### src/rtl/writeback_unit_pkg.sv
// Shared CPU definitions: load funct3 codes, instruction field positions, FSM states.
package writeback_unit_pkg;

  // Instruction field positions
  localparam int unsigned RD_LSB = 7;
  localparam int unsigned F3_LSB = 12;

  // Load funct3 encodings
  localparam logic [2:0] F3_LB  = 3'b000;
  localparam logic [2:0] F3_LH  = 3'b001;
  localparam logic [2:0] F3_LW  = 3'b010;
  localparam logic [2:0] F3_LBU = 3'b100;
  localparam logic [2:0] F3_LHU = 3'b101;

  // Writeback load-tracking states
  typedef enum logic [0:0] {
    StIdle    = 1'b0,
    StWaitMem = 1'b1
  } wb_state_e;

  // Destination register field of an instruction
  function automatic logic [4:0] get_rd(input logic [31:0] ir);
    return ir[RD_LSB +: 5];
  endfunction

  // funct3 field of an instruction
  function automatic logic [2:0] get_f3(input logic [31:0] ir);
    return ir[F3_LSB +: 3];
  endfunction

endpackage

### src/rtl/load_formatter.sv
// Combinational load-data formatter: byte/half extraction and sign/zero extension
// of an aligned memory word, flagging misaligned accesses and illegal funct3.
module load_formatter
  import writeback_unit_pkg::*;
(
  input  logic [2:0]  funct3,
  input  logic [1:0]  offset,
  input  logic [31:0] rdata,
  output logic [31:0] data,
  output logic        err
);

  logic [7:0]  sel_byte;
  logic [15:0] sel_half;

  // Pick the addressed byte and half-word out of the word
  always_comb begin
    sel_byte = rdata[7:0];
    unique case (offset)
      2'd0: sel_byte = rdata[7:0];
      2'd1: sel_byte = rdata[15:8];
      2'd2: sel_byte = rdata[23:16];
      2'd3: sel_byte = rdata[31:24];
      default: sel_byte = rdata[7:0];
    endcase
    sel_half = offset[1] ? rdata[31:16] : rdata[15:0];
  end

  // Extend per funct3 and detect misalignment / unsupported encodings
  always_comb begin
    data = '0;
    err  = 1'b0;
    case (funct3)
      F3_LB:  data = {{24{sel_byte[7]}}, sel_byte};
      F3_LH: begin
        data = {{16{sel_half[15]}}, sel_half};
        err  = offset[0];
      end
      F3_LW: begin
        data = rdata;
        err  = (offset != 2'd0);
      end
      F3_LBU: data = {24'h0, sel_byte};
      F3_LHU: begin
        data = {16'h0, sel_half};
        err  = offset[0];
      end
      default: err = 1'b1;
    endcase
  end

endmodule

### src/rtl/writeback_unit.sv
// Register-file writeback front end: arbitrates single-cycle ALU results against
// multi-cycle load completions and drives a registered write port. Tracks a single
// outstanding load and exports its destination for decode hazard checks.
module writeback_unit
  import writeback_unit_pkg::*;
#(
  parameter int unsigned XLEN = 32
) (
  input  logic            i_clk,
  input  logic            i_rst_n,
  input  logic            i_alu_valid,
  input  logic [XLEN-1:0] i_alu_IR,
  input  logic [XLEN-1:0] i_alu_result,
  output logic            o_alu_ready,
  input  logic            i_ld_valid,
  input  logic [XLEN-1:0] i_ld_IR,
  input  logic [1:0]      i_ld_addr,
  output logic            o_ld_ready,
  input  logic            i_mem_valid,
  input  logic [XLEN-1:0] i_mem_rdata,
  output logic [XLEN-1:0] o_data,
  output logic [XLEN-1:0] o_IR,
  output logic            o_load,
  output logic            o_pending,
  output logic [4:0]      o_pending_rd,
  output logic            o_err
);

  wb_state_e       state_q, state_d;
  logic [XLEN-1:0] ld_ir_q;
  logic [1:0]      ld_off_q;

  logic [XLEN-1:0] fmt_data;
  logic            fmt_err;
  logic            ld_fire;
  logic            mem_done;
  logic            alu_fire;
  logic [4:0]      alu_rd;
  logic [4:0]      ld_rd;

  assign alu_rd = get_rd(i_alu_IR);
  assign ld_rd  = get_rd(ld_ir_q);

  load_formatter u_load_formatter (
    .funct3 (get_f3(ld_ir_q)),
    .offset (ld_off_q),
    .rdata  (i_mem_rdata),
    .data   (fmt_data),
    .err    (fmt_err)
  );

  // Next state, handshakes and pending-load export
  always_comb begin
    state_d      = state_q;
    o_ld_ready   = 1'b0;
    o_pending    = 1'b0;
    o_pending_rd = 5'd0;
    o_alu_ready  = 1'b1;
    ld_fire      = 1'b0;
    mem_done     = 1'b0;
    unique case (state_q)
      StIdle: begin
        o_ld_ready = 1'b1;
        ld_fire    = i_ld_valid;
        if (i_ld_valid) state_d = StWaitMem;
      end
      StWaitMem: begin
        o_pending    = 1'b1;
        o_pending_rd = ld_rd;
        mem_done     = i_mem_valid;
        // Load owns the write port on completion; block ALU writes to the same rd
        // while the load is in flight so the older load cannot overwrite them.
        if (i_mem_valid || ((alu_rd == ld_rd) && (alu_rd != 5'd0))) o_alu_ready = 1'b0;
        if (i_mem_valid) state_d = StIdle;
      end
      default: state_d = StIdle;
    endcase
    alu_fire = i_alu_valid && o_alu_ready;
  end

  // FSM state register
  always_ff @(posedge i_clk or negedge i_rst_n) begin
    if (!i_rst_n) begin
      state_q <= StIdle;
    end else begin
      state_q <= state_d;
    end
  end

  // Capture the issued load's instruction and byte offset
  always_ff @(posedge i_clk or negedge i_rst_n) begin
    if (!i_rst_n) begin
      ld_ir_q  <= '0;
      ld_off_q <= 2'd0;
    end else if (ld_fire) begin
      ld_ir_q  <= i_ld_IR;
      ld_off_q <= i_ld_addr;
    end
  end

  // Registered write port; rd=0 writes are consumed but never enabled
  always_ff @(posedge i_clk or negedge i_rst_n) begin
    if (!i_rst_n) begin
      o_data <= '0;
      o_IR   <= '0;
      o_load <= 1'b0;
      o_err  <= 1'b0;
    end else begin
      o_err <= mem_done && fmt_err;
      if (mem_done && !fmt_err) begin
        o_data <= fmt_data;
        o_IR   <= ld_ir_q;
        o_load <= (ld_rd != 5'd0);
      end else if (alu_fire) begin
        o_data <= i_alu_result;
        o_IR   <= i_alu_IR;
        o_load <= (alu_rd != 5'd0);
      end else begin
        o_load <= 1'b0;
      end
    end
  end

endmodule

### config.mk
export PLATFORM = sky130hd
export DESIGN_NAME = writeback_unit
export DESIGN_NICKNAME = d
export VERILOG_FILES = /design/src/rtl/writeback_unit_pkg.sv /design/src/rtl/load_formatter.sv /design/src/rtl/writeback_unit.sv
export SDC_FILE = /design/constraint.sdc
export NUM_CORES = 1
export LEC_CHECK = 0
export ABC_AREA = 1
export BUFFER_PORTS_ARGS = -buffer_cell sky130_fd_sc_hd__buf_2
export CAP_MARGIN = 20
export CORE_MARGIN = 10
export CORE_UTILIZATION = 45
export CTS_BUF_LIST = sky130_fd_sc_hd__clkbuf_8 sky130_fd_sc_hd__clkbuf_16
export DETAILED_ROUTE_END_ITERATION = 12
export PLACE_DENSITY = 0.76
export SLEW_MARGIN = 0
export SYNTH_ARGS = -nofsm -noshare
export SYNTH_HDL_FRONTEND = slang
export SYNTH_HIERARCHICAL = 1
export SYNTH_SLANG_ARGS = --single-unit
### constraint.sdc
create_clock -name i_clk -period 2 [get_ports i_clk]
set_clock_uncertainty 0.15 [all_clocks]
set_input_delay 0.3 -clock i_clk [delete_from_list [all_inputs] [get_ports i_clk]]
set_output_delay 0.3 -clock i_clk [all_outputs]
set_load 0.02 [all_outputs]
# Word level (Yosys, flattened, before mapping)
# Index checks and enable logic that the tools add are counted.
# totals
regBits	101
output_inout_bits	74
elab_cells	50
# classes
eq_ne	8
n_mux	20
bitwise_logic	1
reduce_logical	14
# ops
cell	count
32-bit case mux with 5 select lines	1
32-bit 2-to-1 mux	4
8-bit case mux with 4 select lines	1
16-bit 2-to-1 mux	1
1-bit 2-to-1 mux	10
5-bit nonzero test	2
3-bit == test (second input constant)	2
5-bit == test	1
5-bit 2-to-1 mux	1
2-bit == test (second input constant)	2
1-bit logical AND	4
2-bit nonzero test	2
2-bit OR reduction	2
3-bit by 1-bit == test with 1-bit output (second input constant)	1
3-bit by 2-bit == test with 1-bit output (second input constant)	1
3-bit zero test	1
1-bit case mux with 3 select lines	1
2-bit by 1-bit == test with 1-bit output (second input constant)	1
2-bit zero test	1
1-bit case mux with 2 select lines	1
1-bit zero test	1
1-bit logical OR	1
1-bit inverter	1

# Longest topological paths before layout
# depth
word_depth	8
depth_mapped	14
ltp_nobuf	11

# Cells and area by module
# The synthesis kept the hierarchy.
# modules_own_cells
mod	instances	cells_per_inst	area_each_um2	seq_area_each_um2
writeback_unit	1	622	4832.1	2527.4
load_formatter	1	223	928.4	0.0

# Worst setup path before layout
# No wires, ideal clock.
# synth_path
kind	reg-to-reg
start	register ld_ir_q[13]
end	register o_IR[22]
setup_time_ns	0.066
arrival_ns	1.924
required_ns	1.784
slack_ns	-0.139
path_stages_with_launch	13
n_path_buf	4
synth_period_minus_slack_ns	2.139
cell_sequence	dfrtp_1 inv_2 nor3_4 buf_6 buf_6 nand2_1 o211ai_1 nor2_4 inv_2 buf_2 buf_1 nand3_1 nand2_1
# synth_between
elab_chain_len	6
# synth_rtl
element	line_no	text
from (decl)	writeback_unit.sv:30	logic [XLEN-1:0] ld_ir_q;
from (signal assigned)	writeback_unit.sv:96	ld_ir_q <= i_ld_IR;
3-bit by 1-bit == test with 1-bit output (tied with other cells)	load_formatter.sv:33	case (funct3)
2-bit OR reduction (no source line)	n/a	
1-bit case mux with 3 select lines *	load_formatter.sv:33	
via fmt_err	writeback_unit.sv:34	logic fmt_err;
1-bit zero test *	writeback_unit.sv:110	if (mem_done && !fmt_err) begin
1-bit logical AND *	writeback_unit.sv:110	
32-bit 2-to-1 mux or 2-bit nonzero test (tied branches)	n/a	
to (signal assigned)	writeback_unit.sv:112	o_IR <= ld_ir_q;
to (signal assigned)	writeback_unit.sv:116	o_IR <= i_alu_IR;
to (decl)	writeback_unit.sv:22	output logic [XLEN-1:0] o_IR,
# Mark *: on every way through the listed nets, which the timed path passes. The rest lies on a longest branch.
# A chain may end at the register's enable or synchronous reset.

# Worst setup path in the final report
# layout_path
start	register ld_ir_q[14]
end	register o_IR[10]
# The elaborated chain is that of the path after synthesis.

==> impl_metrics.yaml <==
status:
  status: "complete, no violations"
route:
  drt_iter0_markers: 385
  drc: 0
  vias: 5950
  detail-route-antenna-nets: 0
  avgRoutedWirePerCell_um: 15.8
  via_per_inst: 4.81
  wl_um: 19500
  firstDrtPassIters: 5
worst_setup_path:
  max_stage_delay_ns: 0.46
  rrSetupSlack_ns: 0.02
  arrival_ns: 2.07
  crit_top_cell: "nand2_1"
  critPathMaxFanout: 18
  required_ns: 2.08
  crit_chain: "o21ai_1 -> o211ai_1 -> buf_4 -> nor2_4 -> buf_12 -> buf_8 -> clkbuf_16 -> o21ai_0 -> nand2_1 -> nand2_1"
  path_class: "reg2reg"
  crit_family: "buffers and inverters"
  crit_buf_inv: 4
  endpoint_kind: "flop"
  slowest_stage: "dfrtp_2"
  cp-start-kind: "flop"
synthesis:
  synth_cell_types: 26
  synth_largest_area_cell: "dfrtp_1"
  synth-seq-area-share_pct: 43.9
  ys_top_cells_by_count: "nand2_1, dfrtp_1, nand3_1, inv_1, nor2_1"
  yosysTopAreaCellShare_pct: 43.9
  synth_ff_type: "dfrtp_1"
  synth_cells: 845
  syn_area_mm2: 0.00576
  yosysWarnings: 6
  synthTopCellsByArea: "dfrtp_1, nand2_1, nand3_1"
  synth-async-reset-ratio_pct: 100
  syn_nets: 980
  synth-seq-cells: 101
  yosysMostFrequentCell: "nand2_1"
  avgSynthCellArea_um2: 6.82
  synth-edff-count: 0
power_and_ir_drop:
  swShare_pct: 38.7
  p_int_mw: 4.98
  power.total_mw: 8.13
  p_sw_mw: 3.15
  power_frac_comb_pct: 40.6
  powerDensity_mw_per_mm2: 1040
  seqPwrFrac_pct: 35.6
  leakage_nw: 4.65
  ir_drop_v: 0.000643
  p_clk_share_pct: 23.7
grt:
  antenna_found_initial: 3
  grt_pass1_vias: 5684
  grt_pass1_wl_um: 28900
  overflow: 0
  grt.total_usage_pct: 19.9
  grt_max_degree: 51
timing:
  timing.final.crit_share_pct: 99.1
  layout_min_cycle_time_ns: 1.98
  finalSetupTns_ns: 0
  tightest_slew_ns: 0.397
  slew_violations: 0
  setup_viol: 0
  slew_headroom_pct: 73.5
  hold_violations: 0
  rsz0062_at_grt: "true"
  fmax_mhz: 505
floorplan:
  io_pins: 209
  fp.coreArea_mm2: 0.0126
  fp.dieArea_mm2: 0.0177
  rows: 41
  fp.dieH_um: 133
  start_util_pct: 45.8
  die_w_um: 133
cells_and_area:
  drive_gt1_share_pct: 28.6
  final_cell_count_no_fill: 1238
  fin_nets: 1193
  final_area_mm2: 0.00780
  areaGrowthSynthToFinish_pct: 35.3
clock_network:
  clkSinkCount: 101
  cts.path.max_buffers: 2
  cts_root_buf: "clkbuf_16"
  cts_tree: "yes"
  cts_max_level: 3
  numCtsBuffers: 9
  cts.reportedPaths.clkPinSlew_ns: 0.07
  clk_latency_ns: 0.34
placement:
  placed_cells: 1199
  placed_cell_area_mm2: 0.00705
  dpl.hpwl_um: 13600
  port_buffers: 208
  place_congestion: 0.896
min_path:
  min_path_type: "in2reg"
run:
  maxCapViolations: 0
state kept, by name (all words and copies together) (netlist names):
signal	cells
ld_off_q	2
o_load	1
state_q	1
o_data	32
ld_ir_q	32
o_err	1
o_IR	32
repair_timing:
item / CTS / global route
pin swaps: 0 / 2
resized for setup: 2 / 29
hold endpoints to repair: 21 / 0
buffers inserted: 0 / 9
gates cloned: 0 / 10
setup endpoints to repair: 2 / 65
hold buffers: 1 / 0
power by group through the flow:
stage | combinational [mW] | sequential [mW] | clock (mW)
after floorplan | 1.50 | 3.35 | 0
after global placement | 2.97 | 2.90 | 0
final | 3.31 | 2.90 | 1.93
after CTS | 3.03 | 2.89 | 1.98
after global routing | 3.67 | 2.96 | 2.05
after detailed placement | 3.01 | 2.92 | 0
cells in the final DEF, fill, tap and decap left out, types with 3 or more instances in the layout:
cell	count
nand2_1	456
buf_2	207
dfrtp_1	97
nand3_1	75
inv_1	59
nor2_1	24
mux2_2	21
a21oi_1	18
clkbuf_16	18
buf_4	18
o21ai_0	12
o21ai_1	10
buf_12	9
dfrtp_2	4
diode_2	3
nand2_2	3
inv_6	3
buf_16	3
worst paths after layout:
path,start,endpoint,depth (start not counted)
worst max-delay path,ld_ir_q[14],o_IR[10],10
worst min-delay path,i_mem_valid,state_q,2
worst max register to register,ld_ir_q[14],o_IR[10],10
worst min register to register,o_IR[24],o_IR[24],2
max in group asynchronous,i_rst_n,ld_ir_q[12],3
min in group asynchronous,i_rst_n,ld_ir_q[5],2
metal layers:
layer	vias up	global-route usage (%)	wire (µm)
met4	2	6.23	418
met2	189	33.7	9350
met3	29	5.98	1530
met5	-	0	18
li1	3030	-	-
met1	2700	23.8	8230
worst reg2reg max path: cells and delay by family (launching register included):
family / cells / cell delay, ns
simple gates: 3 / 0.25
buf+inv: 4 / 0.61
flops: 1 / 0.46
compound gates: 3 / 0.40
final cells by class:
class / count / area [µm²]
repair buffers: 249 / 1700
fillers: 1172 / 4770
multi-input cells: 633 / 2750
inverters: 63 / 251
diodes: 3 / 7.51
clock buffers: 10 / 239
repair inverters: 1 / 8.76
flip-flops and latches: 101 / 2530
well taps: 172 / 215
clock inverters: 6 / 92.6
cells by family after synthesis:
logic type	Yosys count	share of synthesized area [%]
AO/OA/AOI/OAI	44	4.00
buffers and inverters	111	8.62
flip-flops	101	43.9
multiplexers	21	4.11
AND/OR/NAND/NOR	568	39.4
stage by stage:
| step | setup WS [ns] | hold slack (ns) | util [%] |
|---|---|---|---|
| 2_1_floorplan | -0.0199 | -0.146 | - |
| 3_3_place_gp | 0.0590 | 0.0864 | 56.1 |
| 3_5_place_dp | 0.0163 | 0.0864 | 56.1 |
| 4_1_cts | 0.0448 | 0.00676 | 58.8 |
| 5_1_grt | -0.0751 | 0.0301 | 62.0 |
| 6_report | 0.0190 | 0.0279 | 62.0 |
No activity file was read; power rests on OpenSTA's default activity.
